File: config.mk
export PLATFORM = sky130hd
export DESIGN_NAME = stream_demux_fifo
export DESIGN_NICKNAME = d
export VERILOG_FILES = /design/src/rtl/stream_demux_fifo.sv
export SDC_FILE = /design/constraint.sdc
export NUM_CORES = 1
export LEC_CHECK = 0
export ABC_AREA = 0
export BUFFER_PORTS_ARGS = -buffer_cell sky130_fd_sc_hd__buf_2
export CAP_MARGIN = 20
export CORE_MARGIN = 2
export CORE_UTILIZATION = 60
export CTS_BUF_LIST = sky130_fd_sc_hd__clkbuf_4
export CTS_CLUSTER_SIZE = 24
export DETAILED_ROUTE_END_ITERATION = 8
export MAX_ROUTING_LAYER = met4
export PLACE_DENSITY = 0.8
export SETUP_SLACK_MARGIN = 0.2
export SLEW_MARGIN = 25
export SYNTH_ARGS = -nofsm -noshare
export SYNTH_HDL_FRONTEND = slang
export SYNTH_SLANG_ARGS = --single-unit
File: constraint.sdc
create_clock -name clk_i -period 4.4 [get_ports clk_i]
set_input_delay 1.1 -clock clk_i [delete_from_list [all_inputs] [get_ports clk_i]]
set_output_delay 1.1 -clock clk_i [all_outputs]
set_load 0.1 [all_outputs]
File: src/rtl/stream_demux_fifo.sv
// stream_demux_fifo: routes a valid/ready stream into one of NUM_OUT per-channel FIFOs,
// with broadcast to all channels and flagged discard of out-of-range selects.
module stream_demux_fifo #(
    parameter int NUM_OUT = 6,
    parameter int ELEM_WIDTH = 8,
    parameter int DEPTH = 4,
    localparam int SW = $clog2(NUM_OUT),
    localparam int AW = $clog2(DEPTH),
    localparam int CW = $clog2(DEPTH + 1)
) (
    input  logic                                clk_i,
    input  logic                                arst_ni,
    input  logic [SW-1:0]                       s_i,
    input  logic                                bcast_i,
    input  logic [ELEM_WIDTH-1:0]               i_data_i,
    input  logic                                i_valid_i,
    output logic                                i_ready_o,
    output logic [NUM_OUT-1:0][ELEM_WIDTH-1:0]  o_data_o,
    output logic [NUM_OUT-1:0]                  o_valid_o,
    input  logic [NUM_OUT-1:0]                  o_ready_i,
    output logic [NUM_OUT-1:0][CW-1:0]          count_o,
    output logic                                drop_o
);
    logic [NUM_OUT-1:0] full, sel, push;
    logic accept;

    // An out-of-range select matches no channel, so it is never blocked by a full FIFO.
    assign i_ready_o = arst_ni && (bcast_i ? !(|full) : !(|(full & sel)));
    assign accept = i_valid_i && i_ready_o;

    always_ff @(posedge clk_i or negedge arst_ni) begin
        if (!arst_ni) drop_o <= 1'b0;
        else drop_o <= accept && !bcast_i && !(|sel);
    end

    for (genvar k = 0; k < NUM_OUT; k++) begin : g_ch
        logic [AW:0] wr, rd;
        logic [ELEM_WIDTH-1:0] mem [DEPTH];
        logic [ELEM_WIDTH-1:0] last;
        logic empty, pop;
        assign sel[k] = !bcast_i && (s_i == SW'(k));
        assign push[k] = accept && (bcast_i || sel[k]);
        assign empty = wr == rd;
        assign full[k] = (wr[AW] != rd[AW]) && (wr[AW-1:0] == rd[AW-1:0]);
        assign pop = !empty && o_ready_i[k];
        assign o_valid_o[k] = !empty;
        // When empty, present the last popped value rather than a stale slot.
        assign o_data_o[k] = empty ? last : mem[rd[AW-1:0]];
        assign count_o[k] = CW'(wr - rd);
        always_ff @(posedge clk_i or negedge arst_ni) begin
            if (!arst_ni) begin
                wr <= '0;
                rd <= '0;
                last <= '0;
            end else begin
                if (push[k]) wr <= wr + 1'b1;
                if (pop) begin
                    rd <= rd + 1'b1;
                    last <= mem[rd[AW-1:0]];
                end
            end
        end
        always_ff @(posedge clk_i) begin
            if (push[k]) mem[wr[AW-1:0]] <= i_data_i;
        end
    end
endmodule

Word level (Yosys, flattened, before mapping)

Memory sizes are Yosys's and may differ from the RTL's.
Cells that the tools add are included.

Register bits: 85
Latch bits: 0
Bits in writable memories: 192
Bits in read-only memories: 0
Bits of input ports: 21
Output and inout bits: 74
Logic and storage cells: 134
Memories kept: 6

Memories:

| name        | words | bits a word | read ports | clocked after memory_dff | write ports | RTL line | text |
|---|---|---|---|---|---|---|---|
| g_ch[0].mem | 4     | 8           | 1          | 0                        | 1           | 38       | `logic [ELEM_WIDTH-1:0] mem [DEPTH];` |
| g_ch[1].mem | 4     | 8           | 1          | 0                        | 1           | 38       |  |
| g_ch[2].mem | 4     | 8           | 1          | 0                        | 1           | 38       |  |
| g_ch[3].mem | 4     | 8           | 1          | 0                        | 1           | 38       |  |
| g_ch[4].mem | 4     | 8           | 1          | 0                        | 1           | 38       |  |
| g_ch[5].mem | 4     | 8           | 1          | 0                        | 1           | 38       |  |

Add/sub/neg operators: 18
Multipliers: 0
Divide/modulo/power cells: 0
Magnitude comparators: 0
Equal/unequal tests: 23
Shifts and indexed selects: 0
Muxes and demuxes: 19
Bitwise logic cells: 1
Reduce and logical (&&, ||, !) cells: 48

Operator list:

| operator                                      | count |
|---|---|
| 2-to-1 mux 8 bit                              | 6 |
| adder 3 x 1 -> 3 bit, second input constant   | 12 |
| logical AND 1 bit                             | 28 |
| == test 3 bit                                 | 6 |
| OR reduction 6 bit                            | 3 |
| subtractor 3 bit                              | 6 |
| 2-to-1 mux 1 bit                              | 13 |
| == test 2 bit                                 | 6 |
| zero test 1 bit                               | 10 |
| bitwise AND 6 bit                             | 1 |
| == test 3 x 2 -> 1 bit, second input constant | 2 |
| == test 3 bit, second input constant          | 2 |
| logical OR 1 bit                              | 6 |
| != test 1 bit                                 | 6 |
| == test 3 x 1 -> 1 bit, second input constant | 1 |
| zero test 3 bit                               | 1 |

Depth between registers and ports, before layout

Gate-level depths: netlist of run 1.

Word-level depth: 11
Mapped depth: 9
Gate-level depth less buffers: 7

Least setup slack after synthesis of run 1

Ideal clock, no wire load.

Path type: register to output
Start point: register g_ch[0].rd[1]
End point: output i_ready_o
Arrival time: 4151 ps
Required time: 3300 ps
Slack: -851 ps
Stages on the path, launching flop included: 9
Buffers on the path: 2
Path through: dfrtp_1 -> clkbuf_1 -> inv_1 -> ha_1 -> nand2_1 -> o22ai_1 -> or4b_4 -> buf_8 -> a21boi_0

Longest elaborated chain between the ends: 7
Elaborated cells on any way between the ends: 9
Classes of those cells: 1 x eq/ne; 1 x mux; 1 x bitwise; 6 x reduce/logical

RTL lines:

| what                     | RTL line | text |
|---|---|---|
| start: declaration       | 37       | `logic [AW:0] wr, rd;` |
| start signal: assignment | 58       | `rd <= rd + 1'b1;` |
| == test 2 bit *          | 44       | `assign full[k] = (wr[AW] != rd[AW]) && (wr[AW-1:0] == rd[AW-1:0]);` |
| logical AND 1 bit *      | 44       |  |
| bitwise AND 6 bit        | 28       | `assign i_ready_o = arst_ni && (bcast_i ? !(\|full) : !(\|(full & sel)));` |
| OR reduction 6 bit       | 28       |  |
| zero test 1 bit          | 28       |  |
| 2-to-1 mux 1 bit *       | 28       |  |
| logical AND 1 bit *      | 28       |  |
| end: declaration         | 17       | `output logic i_ready_o,` |

Mark *: on every way between the ends. The rest lies on a longest branch, timed or not.

Worst setup path in the final report of run 1

Start point: register g_ch[1].rd[1]
End point: output i_ready_o

Longest elaborated chain between the ends: 7
Elaborated cells on any way between the ends: 9
Classes of those cells: 1 x eq/ne; 1 x mux; 1 x bitwise; 6 x reduce/logical

RTL lines:

| what                     | RTL line |
|---|---|
| start: declaration       | 37 |
| start signal: assignment | 58 |
| == test 2 bit *          | 44 |
| logical AND 1 bit *      | 44 |
| bitwise AND 6 bit        | 28 |
| OR reduction 6 bit       | 28 |
| zero test 1 bit          | 28 |
| 2-to-1 mux 1 bit *       | 28 |
| logical AND 1 bit *      | 28 |

Marked as above.

==> results of run 1 <==
-- flip-flops by register name, summed over array words and instances, names as in the netlist --
signal / flops
g_ch.mem: 192
g_ch.last: 48
g_ch.rd: 18
g_ch.wr: 18
drop_o: 1
-- final cells by class --
class | instances | share of cell area [%]
flip-flops and latches | 277 | 57.1
multi-input cells | 334 | 28.3
clock buffers | 106 | 5.75
repair buffers | 112 | 4.44
well taps | 265 | 2.40
inverters | 37 | 1.00
clock inverters | 21 | 0.959
diodes | 3 | 0.0543
-- cells in the final DEF (no fill, tap or decap), types with 2 or more instances in the layout --
cell and n:
a211oi_2 4, a211oi_4 2, a21oi_2 3, a21oi_4 3, and2_1 19, buf_2 92, buf_4 19, bufinv_16 2
clkbuf_4 106, clkinv_1 14, dfrtp_1 80, dfrtp_2 5, diode_2 3, edfxtp_1 192, fa_1 6, ha_1 42
inv_1 37, inv_2 4, mux2_1 6, mux2_2 102, mux4_2 48, nand2_1 18, nand3_1 15, nor2_1 2
nor2b_1 4, nor3_1 2, o2111ai_1 2, o211ai_1 5, o22ai_1 2, o32a_1 4, o32ai_1 2, xnor2_1 29
xor2_1 3
-- layer usage --
layer | share of wire [%] | up-vias | global-route usage, %
li1 | - | 2937 | -
met1 | 41 | 3315 | 30.8
met2 | 51 | 225 | 40.3
met3 | 6.3 | 31 | 5.17
met4 | 1.8 | 0 | 8.28
met5 | 0 | - | -
-- cells by family (layout without fill, tap and decap cells) --
kind of cell	count (synthesis)	after routing	synth area share [%]
and+or+nand+nor	64	64	2.81
xor gates and xnor gates	33	33	2.47
DFF	277	277	65.6
adders and majority gates	48	48	5.37
other	0	3	0
AOI/OAI and AO/OA	33	33	2.75
muxes	156	156	19.1
buffers and inverters	58	276	1.90
-- worst min-delay path by stage --
stage	startpoint	slack (ns)	endpoint	depth (start not counted)
after detailed placement	g_ch[2].rd[2]	0.49	g_ch[2].rd[2]	1
after floorplan	g_ch[4].rd[2]	0.47	g_ch[4].rd[2]	1
final	g_ch[1].last[0]	0.50	g_ch[1].last[0]	1
after CTS	g_ch[5].rd[2]	0.50	g_ch[5].rd[2]	1
after global placement	g_ch[3].last[4]	0.48	g_ch[3].last[4]	1
after global routing	g_ch[1].last[7]	0.52	g_ch[1].last[7]	1
-- cell usage after synthesis, types with 3 or more instances --
| cell type | count |
|---|---|
| clkbuf_1 | 20 |
| a21oi_2 | 3 |
| a211oi_2 | 4 |
| ha_1 | 42 |
| o211ai_1 | 5 |
| o32a_1 | 4 |
| edfxtp_1 | 192 |
| nand2_1 | 18 |
| fa_1 | 6 |
| nor2b_1 | 4 |
| mux2_2 | 102 |
| mux2_1 | 6 |
| xor2_1 | 3 |
| a21oi_4 | 3 |
| and2_1 | 19 |
| xnor2_1 | 29 |
| dfrtp_1 | 85 |
| mux4_2 | 48 |
| inv_1 | 37 |
| nand3_1 | 15 |
-- stage by stage --
stage | setup WS [ns] | std cells
2_1_floorplan | 0.249 | 669
4_1_cts | 0.215 | 1146
3_3_place_gp | 0.592 | 1019
5_1_grt | 0.167 | 1153
6_report | 0.257 | 1155
3_5_place_dp | 0.577 | 1019
-- what timing repair did --
action                     CTS  global route
buffers inserted             0             6
resized for setup            7             0
setup endpoints to repair    4             9
pin swaps                    0             0
==> impl_results.md, run 1 <==
- Placement row count: 51
- Worst setup startpoint: g_ch[1].rd[1]
- Reg-to-reg startpoint: g_ch[1].rd[1]
- R2r setup slk: ~1.3 ns
- Fmax: 0.241 GHz
- Final setup violation count: 0
- Max-cap violations: 0
- Skew-Pair Late Insertion Delay: between 0.6 and 0.7 ns
- First DRT Iteration DRCs: a little over 400
- Wirelength per Cell: around 21 µm
- Worst setup SP type: register
- Vias in the first global route: 7139
- Area Overhead vs Synth: 15.0%
- Syn nets: 738
- Syn avg cell area: approximately 18 µm²
- Total number of vias: roughly 6.5k
- Via-to-Cell Ratio: ~5.6
- Synth Register Bits: around 280
- Final core occ: a little over two thirds
- CP bufs+invs: 2
- Yosys warns: 0
- Layout cells sized above 1: between 40 and 50%
- FFs w/ async S/R, synth: a little under a third
- Longest Clk Path Bufs: 3
- H-tree Lvls: 3
- Final hold violation count: 0
- Sequential area share after synthesis: roughly 66%
- Die footprint: roughly 21000 µm²
- Detailed placer's ending HPWL: approximately 16000 µm
- Setup tns final: 0 ns
- GP Congestion: about 0.83
- Slew Limit Fails: 0
- Clock Tree Root: clkbuf_4
- Worst Hold Class: register to register
- Reg clk slew, reported paths: 0.07 ns
- Ys flop type: edfxtp_1
- Ports: 95
- CP required: about 3.3 ns
- CTS hold repair buffers: 0
- CP Class: register to output port
- GR Overflow Total: 0
- Initial antenna violation count: 1
- Core Region: 19600 µm²
- Yosys cell types: 38
- CP endpoint kind: output port
- Final min period: just over 4 ns
- Arrival @ worst endpoint: between 3 and 4 ns
- Slowest stage delay, CP: approximately 0.73 ns
- Rel. slew slack: 39.5%
- Starting Density: around three fifths
- Seq. cell area: just under 8000 µm²
- Detail Route Antenna Nets: 0
- Status: completed
- CP endpoint: i_ready_o
- Synth top area cells: edfxtp_1 (48%), dfrtp_1 (18%), mux2_2 (9.5%)
- CTS tree: done
- Mapped Cells: about 670
- Reg2reg end: g_ch[1].mem[2][5]
- Hold_ws: ~0.5 ns
- Post-synth top area share: between 40% and 50%
- Nets: 901
- Final instance area: around 14000 µm²
- Synthesized area: 12000 µm²
- Area of the multi-input gates: approximately 3900 µm²
- Worst-path cell chain: inv_1, ha_1, nand2_1, o22ai_1, or4b_4, a21boi_2, buf_6
- Worst Path Max Fanout: 14
- Critical path's top delay family: simple AND/OR/NAND/NOR gates
- Clk_skew: a little under 0.02 ns
- EDFF count, synth: between 150 and 200
- IO Port Bufs: between 90 and 100
- Gr usage total: around a quarter
- Fillcell total: between 1k and 1.5k
- CTS Buf Count: 70
- Largest net degree at the start of global routing: 45
- Yosys top cell by area: edfxtp_1
- Clock sinks: between 200 and 300
- Die Width: 146 µm
- Critical path's slowest cell: or4b_4
- Tcrit/Tclk final: between 90% and 100%
- Placement Cell Area: 12800 µm²
- Chip height: between 100 and 150 µm
- Slew of the pin with the lowest slew margin: ~0.91 ns
- Routed WL: 24000 µm
- Cell count along the critical path: 7
- Unrepaired setup endpoints after global routing: true
- Global-route wire length before repair: 38400 µm
- Pre-antenna DRT Iters: 5
- Drc violations: 0
- Worst r2r path cells: 7
Power of run 1 is not shown: default switching activity piles up to over one toggle a cycle in this logic, so the estimate is an artifact.
==> inputs of run 2 (changes only) <==
--- a/config.mk
+++ b/config.mk
@@ -9,12 +9,12 @@
 export BUFFER_PORTS_ARGS = -buffer_cell sky130_fd_sc_hd__buf_2
 export CAP_MARGIN = 20
 export CORE_MARGIN = 2
-export CORE_UTILIZATION = 60
+export CORE_UTILIZATION = 56
 export CTS_BUF_LIST = sky130_fd_sc_hd__clkbuf_4
 export CTS_CLUSTER_SIZE = 24
 export DETAILED_ROUTE_END_ITERATION = 8
 export MAX_ROUTING_LAYER = met4
-export PLACE_DENSITY = 0.8
+export PLACE_DENSITY = 0.78
 export SETUP_SLACK_MARGIN = 0.2
 export SLEW_MARGIN = 25
 export SYNTH_ARGS = -nofsm -noshare
==> constraint.sdc (replaced) <==
create_clock -name clk_i -period 3.7 [get_ports clk_i]
set_input_delay 0.925 -clock clk_i [delete_from_list [all_inputs] [get_ports clk_i]]
set_output_delay 0.925 -clock clk_i [all_outputs]
set_load 0.1 [all_outputs]
==> impl_results.md, run 2 (synthesized netlist as in run 1, its figures left out) <==
- Slowest stage delay, CP: 0.55 ns (-0.18 ns)
- Slew of the pin with the lowest slew margin: 0.640 ns (-0.266 ns)
- Global routing's busiest layer: met2
- Layout cells sized above 1: 51.8% (+7.2 points)
- Worst Path Max Fanout: 3 (-11)
- CP endpoint kind: output port
- Unrepaired setup endpoints after global routing: true
- Drc violations: 0 (unchanged)
- Final setup violation count: 0 (unchanged)
- Hold_ws: 0.167 ns (-0.334 ns)
- Worst setup startpoint: g_ch[0].wr[0]
- M3 GR Usage: 6.03% (+0.86 points)
- CTS tree: done
- Routed WL: 25400 µm (+5.7%)
- Met2 Use GR: 38.3% (-2.0 points)
- Longest Clk Path Bufs: 3 (unchanged)
- Placement row count: 53 (+3.9%)
- CP bufs+invs: 2 (unchanged)
- H-tree Lvls: 3 (unchanged)
- GR Overflow Total: 0 (unchanged)
- CP Class: register to output port
- Fmax: between 0.2 and 0.3 GHz
- Nets: 931 (+3.3%)
- First DRT Iteration DRCs: 347 (-16%)
- Reg2reg end: g_ch[4].mem[2][7]
- Skew-Pair Late Insertion Delay: 0.69 ns (+0.02 ns)
- Max-cap violations: 0 (unchanged)
- Worst setup SP type: register
- Worst Hold Class: input port to asynchronous set/reset pin
- Leading cell types in the layout, fill and taps excluded: edfxtp_1 (192), clkbuf_4 (114), mux2_2 (102)
- CTS hold repair buffers: 0 (unchanged)
- R2r setup slk: 0.89 ns (-0.43 ns)
- Via-to-Cell Ratio: 5.55 (-1.5%)
- CP required: 2.77 ns (-0.53 ns)
- Arrival @ worst endpoint: 2.52 ns (-0.52 ns)
- Chip height: 151 µm (+3.4%)
- Status: completed
- Max FFs per register: 192 (unchanged)
- IO Port Bufs: 94 (unchanged)
- Fillcell total: 1332 (+2.6%)
- Reg clk slew, reported paths: 0.07 ns (about the same)
- GP Congestion: 0.812 (-1.6%)
- Initial antenna violation count: 4 (+3)
- Die Width: 151 µm (+3.4%)
- Vias in the first global route: 7345 (+2.9%)
- Tcrit/Tclk final: roughly 93%
- Worst r2r path cells: 8 (+1)
- Grt met1 use: 29.4% (-1.5 points)
- Global-route wire length before repair: 39000 µm (+1.6%)
- Clock sinks: 277 (unchanged)
- Final min period: around 3.4 ns
- Detail Route Antenna Nets: 0 (unchanged)
- Final hold violation count: 0 (unchanged)
- Critical path's slowest cell: or4b_4
- Slew Limit Fails: 0 (unchanged)
- Largest net degree at the start of global routing: 38 (-16%)
- Total number of vias: 6648 (+2.2%)
- Pre-antenna DRT Iters: 6 (+1)
- Area Overhead vs Synth: 20.4%
- Core Region: 21000 µm² (+7.3%)
- Gr usage total: 23.9% (-0.63 points)
- Reg-to-reg startpoint: g_ch[0].wr[0]
- Wirelength per Cell: 21.2 µm (+1.9%)
- CTS Buf Count: 71 (+1.4%)
- Most common cell after layout, fill and taps aside: edfxtp_1
- Detailed placer's ending HPWL: 15600 µm (+0.33%)
- Starting Density: 57.2% (-4.2 points)
- Worst-path cell chain: inv_2, ha_4, nand2_4, o22ai_1, or4b_4, a21boi_4, buf_12
- Ports: 95 (unchanged)
- Rel. slew slack: 57.2% (+18 points)
- Clock Tree Root: clkbuf_4
- Clk_skew: 0.0393 ns (+0.0196 ns)
- Critical path's top delay family: simple AND/OR/NAND/NOR gates
- Die footprint: 22700 µm² (+6.9%)
==> run 2: cell count changes in the layout (fill, tap and decap cells not counted), sizes merged <==
cell and delta:
buf +29, clkbuf +8, clkinv -6, clkinvlp +1, diode +1
==> run 2: per-stage QoR <==
step / util (%) / TNS, ns / area (µm²) / setup WS, ns / instances
floorplan: - / -0.106 / 12100 / -0.106 / 669
global placement: 61.7 / 0 / 13000 / 0.597 / 1040
detailed placement: 61.7 / 0 / 13000 / 0.494 / 1040
CTS: 68.1 / 0 / 14300 / 0.205 / 1184
global route: 68.9 / 0 / 14500 / 0.171 / 1198
finish: 68.9 / 0 / 14500 / 0.259 / 1198
==> run 2: routing by layer <==
metal | up-vias | part of all wire [%]
met4 | 0 | 1.8
met1 | 3382 | 40
li1 | 2987 | -
met3 | 42 | 6.3
met2 | 237 | 52
met5 | - | 0
==> run 2: how the worst max path moves through the flow <==
| stage | end | slack [ns] | cells after the start |
|---|---|---|---|
| after floorplan | i_ready_o | -0.11 | 8 |
| after global placement | i_ready_o | 0.60 | 5 |
| after detailed placement | i_ready_o | 0.49 | 6 |
| after CTS | i_ready_o | 0.20 | 6 |
| after global routing | i_ready_o | 0.17 | 7 |
| final | i_ready_o | 0.26 | 7 |
==> run 2: cell type report <==
class                           count  area (µm²)  area share (%)
Antenna cell                        4        10.0          0.0691
Clock buffer                      114         856            5.91
Clock inverter                     16         116           0.804
Inverter                           37         139           0.959
Multi-Input combinational cell    334        4240            29.3
Sequential cell                   277        7900            54.6
Tap cell                          275         344            2.38
Timing Repair Buffer              141         872            6.02
==> run 2: what timing repair did <==
action,4_1_cts,5_1_grt
setup endpoints to repair,51,4
pin swaps,3,11
setup buffers,14,10
resized for setup,46,18
==> run 2: worst register-to-register path, stage by stage (launching register included) <==
cell	delay, ns
dfrtp_1	0.41
inv_2	0.09
ha_4	0.22
nand2_4	0.08
o22ai_1	0.08
or4b_4	0.55
buf_4	0.25
a21oi_2	0.31
and2_1	0.45
Power of run 2 is left out for the same reason.
==> inputs of run 3 (changes only) <==
--- a/config.mk
+++ b/config.mk
@@ -6,15 +6,15 @@
 export NUM_CORES = 1
 export LEC_CHECK = 0
 export ABC_AREA = 0
-export BUFFER_PORTS_ARGS = -buffer_cell sky130_fd_sc_hd__buf_2
 export CAP_MARGIN = 20
 export CORE_MARGIN = 2
-export CORE_UTILIZATION = 56
+export CORE_UTILIZATION = 60
 export CTS_BUF_LIST = sky130_fd_sc_hd__clkbuf_4
 export CTS_CLUSTER_SIZE = 24
 export DETAILED_ROUTE_END_ITERATION = 8
+export DONT_BUFFER_PORTS = 1
 export MAX_ROUTING_LAYER = met4
-export PLACE_DENSITY = 0.78
+export PLACE_DENSITY = 0.79
 export SETUP_SLACK_MARGIN = 0.2
 export SLEW_MARGIN = 25
 export SYNTH_ARGS = -nofsm -noshare
==> impl_results.md, run 3 (synthesized netlist as in run 1, its figures left out) <==
- Max FFs per register: 192 (unchanged)
- CTS tree: done
- Reg2reg end: g_ch[1].mem[1][2]
- Worst setup SP type: register
- Die footprint: 21200 µm² (-6.5%)
- Most common cell after layout, fill and taps aside: edfxtp_1
- Clk_skew: 0.0473 ns (+0.00797 ns)
- Hold_ws: 0.171 ns (+0.00384 ns)
- Arrival @ worst endpoint: 2.56 ns (+0.04 ns)
- Fmax: 0.287 GHz (-1.3%)
- Gr usage total: 24.1% (+0.19 points)
- Detailed placer's ending HPWL: 15300 µm (-2.1%)
- Reg clk slew, reported paths: 0.06 ns (about the same)
- Slew Limit Fails: 0 (unchanged)
- Tcrit/Tclk final: 94.2% (+1.2 points)
- Die Width: 146 µm (-3.3%)
- Ports: 95 (unchanged)
- DP Worst Slack: 0.511 ns (+0.0174 ns)
- Placement row count: 51 (-3.8%)
- Worst Hold Class: input port to asynchronous set/reset pin
- First DRT Iteration DRCs: 306 (-12%)
- CP endpoint kind: output port
- Area Overhead vs Synth: 23.1%
- Layout cells sized above 1: 49.0% (-2.8 points)
- Via-to-Cell Ratio: 5.76 (+3.7%)
- Final min period: 3.49 ns (+0.0454 ns)
- Longest Clk Path Bufs: 3 (unchanged)
- Routed WL: 25100 µm (-1.0%)
- Total number of vias: 6590 (-0.87%)
- Setup tns final: 0 ns (unchanged)
- Reg-to-reg startpoint: g_ch[2].wr[0]
- Worst r2r path cells: 8 (unchanged)
- Final worst slack: 0.213 ns (-0.0454 ns)
- Nets: 893 (-4.1%)
- Starting Density: 61.4% (+4.2 points)
- CP Class: register to output port
- Worst Path Max Fanout: 4 (+1)
- Max-cap violations: 0 (unchanged)
- Pre-antenna DRT Iters: 4 (-2)
- Drc violations: 0 (unchanged)
- Chip height: 146 µm (-3.3%)
- Slew of the pin with the lowest slew margin: 0.888 ns (+0.248 ns)
- Final instance area: 14800 µm² (+2.3%)
- Core Region: 19600 µm² (-6.8%)
- Wirelength per Cell: 21.9 µm (+3.6%)
- Seq. cell area: 7900 µm² (unchanged)
- Largest net degree at the start of global routing: 86 (+130%)
- Placement Cell Area: 13300 µm² (+2.5%)
- Skew-Pair Late Insertion Delay: 0.66 ns (-0.03 ns)
- CP required: 2.77 ns (about the same)
- GR Overflow Total: 0 (unchanged)
- Area of the multi-input gates: 4280 µm² (+0.91%)
- Leading cell types in the layout, fill and taps excluded: edfxtp_1 (192), clkbuf_4 (106), mux2_2 (92)
- Final setup violation count: 0 (unchanged)
- Clock Tree Root: clkbuf_4
- Initial antenna violation count: 1 (-3)
- Detail Route Antenna Nets: 0 (unchanged)
- Status: completed
- H-tree Lvls: 3 (unchanged)
- Global-route wire length before repair: 38000 µm (-2.5%)
- Unrepaired setup endpoints after global routing: true
- Fillcell total: 1083 (-19%)
- GP Congestion: 0.802 (-1.2%)
- Final hold violation count: 0 (unchanged)
- R2r setup slk: 0.88 ns (about the same)
- Vias in the first global route: 7078 (-3.6%)
- IO Port Bufs: 0 (-100%)
- Clock sinks: 277 (unchanged)
- Rel. slew slack: 40.7% (-16 points)
- CTS Buf Count: 70 (-1.4%)
## run 3: changes by cell type in the layout (fill, tap and decap cells not counted), moves of 6 or more
| cell | before | now |
|---|---|---|
| mux2_4 | 0 | 10 |
| clkbuf_4 | 114 | 106 |
| buf_12 | 1 | 36 |
| clkinv_1 | 9 | 15 |
| buf_4 | 53 | 67 |
| mux2_2 | 102 | 92 |
| buf_2 | 84 | 0 |
## run 3: per-stage QoR
step / cells / utilization [%]
after detailed placement: 983 / 67.9
after CTS: 1116 / 73.4
after floorplan: 669 / -
after global routing: 1145 / 75.6
final: 1145 / 75.6
after global placement: 983 / 67.9
## run 3: routing by layer
layer	track usage, %	part of all wire, %	up-vias
met4	10.2	2.3	0
met2	40.0	53	236
li1	-	-	2912
met5	-	0	-
met1	28.9	39	3396
met3	5.17	5.7	46
## run 3: worst max-delay path, stage by stage, from the launching register on
cell      delay, ns
dfrtp_1        0.42
inv_2          0.07
ha_2           0.31
nand3_1        0.12
o32ai_1        0.09
a21oi_1        0.25
o311ai_2       0.19
a21boi_4       0.26
buf_12         0.21
## run 3: final cells by class
type	count	area share [%]
Antenna cell	1	0.0169
Sequential cell	277	53.3
Clock inverter	21	0.735
Inverter	37	0.938
Timing Repair Buffer	104	8.45
Tap cell	265	2.24
Multi-Input combinational cell	334	28.9
Clock buffer	106	5.37
## run 3: worst max path at each step
stage,depth (start not counted),endpoint,from,slack [ns]
floorplan,8,i_ready_o,g_ch[0].rd[1],-0.11
global placement,7,i_ready_o,g_ch[3].rd[1],0.56
detailed placement,7,i_ready_o,g_ch[4].rd[1],0.51
CTS,4,o_data_o[35],g_ch[4].wr[2],0.03
global route,8,i_ready_o,g_ch[5].wr[0],0.09
finish,8,i_ready_o,g_ch[5].wr[0],0.21
## run 3: repair_timing
item                       CTS  global route
hold buffers                 1             0
setup endpoints to repair   44            15
pin swaps                    1            12
buffers inserted             5            28
gates resized for setup     24            37
hold endpoints to repair    85             0
Power of run 3 is left out for the same reason.
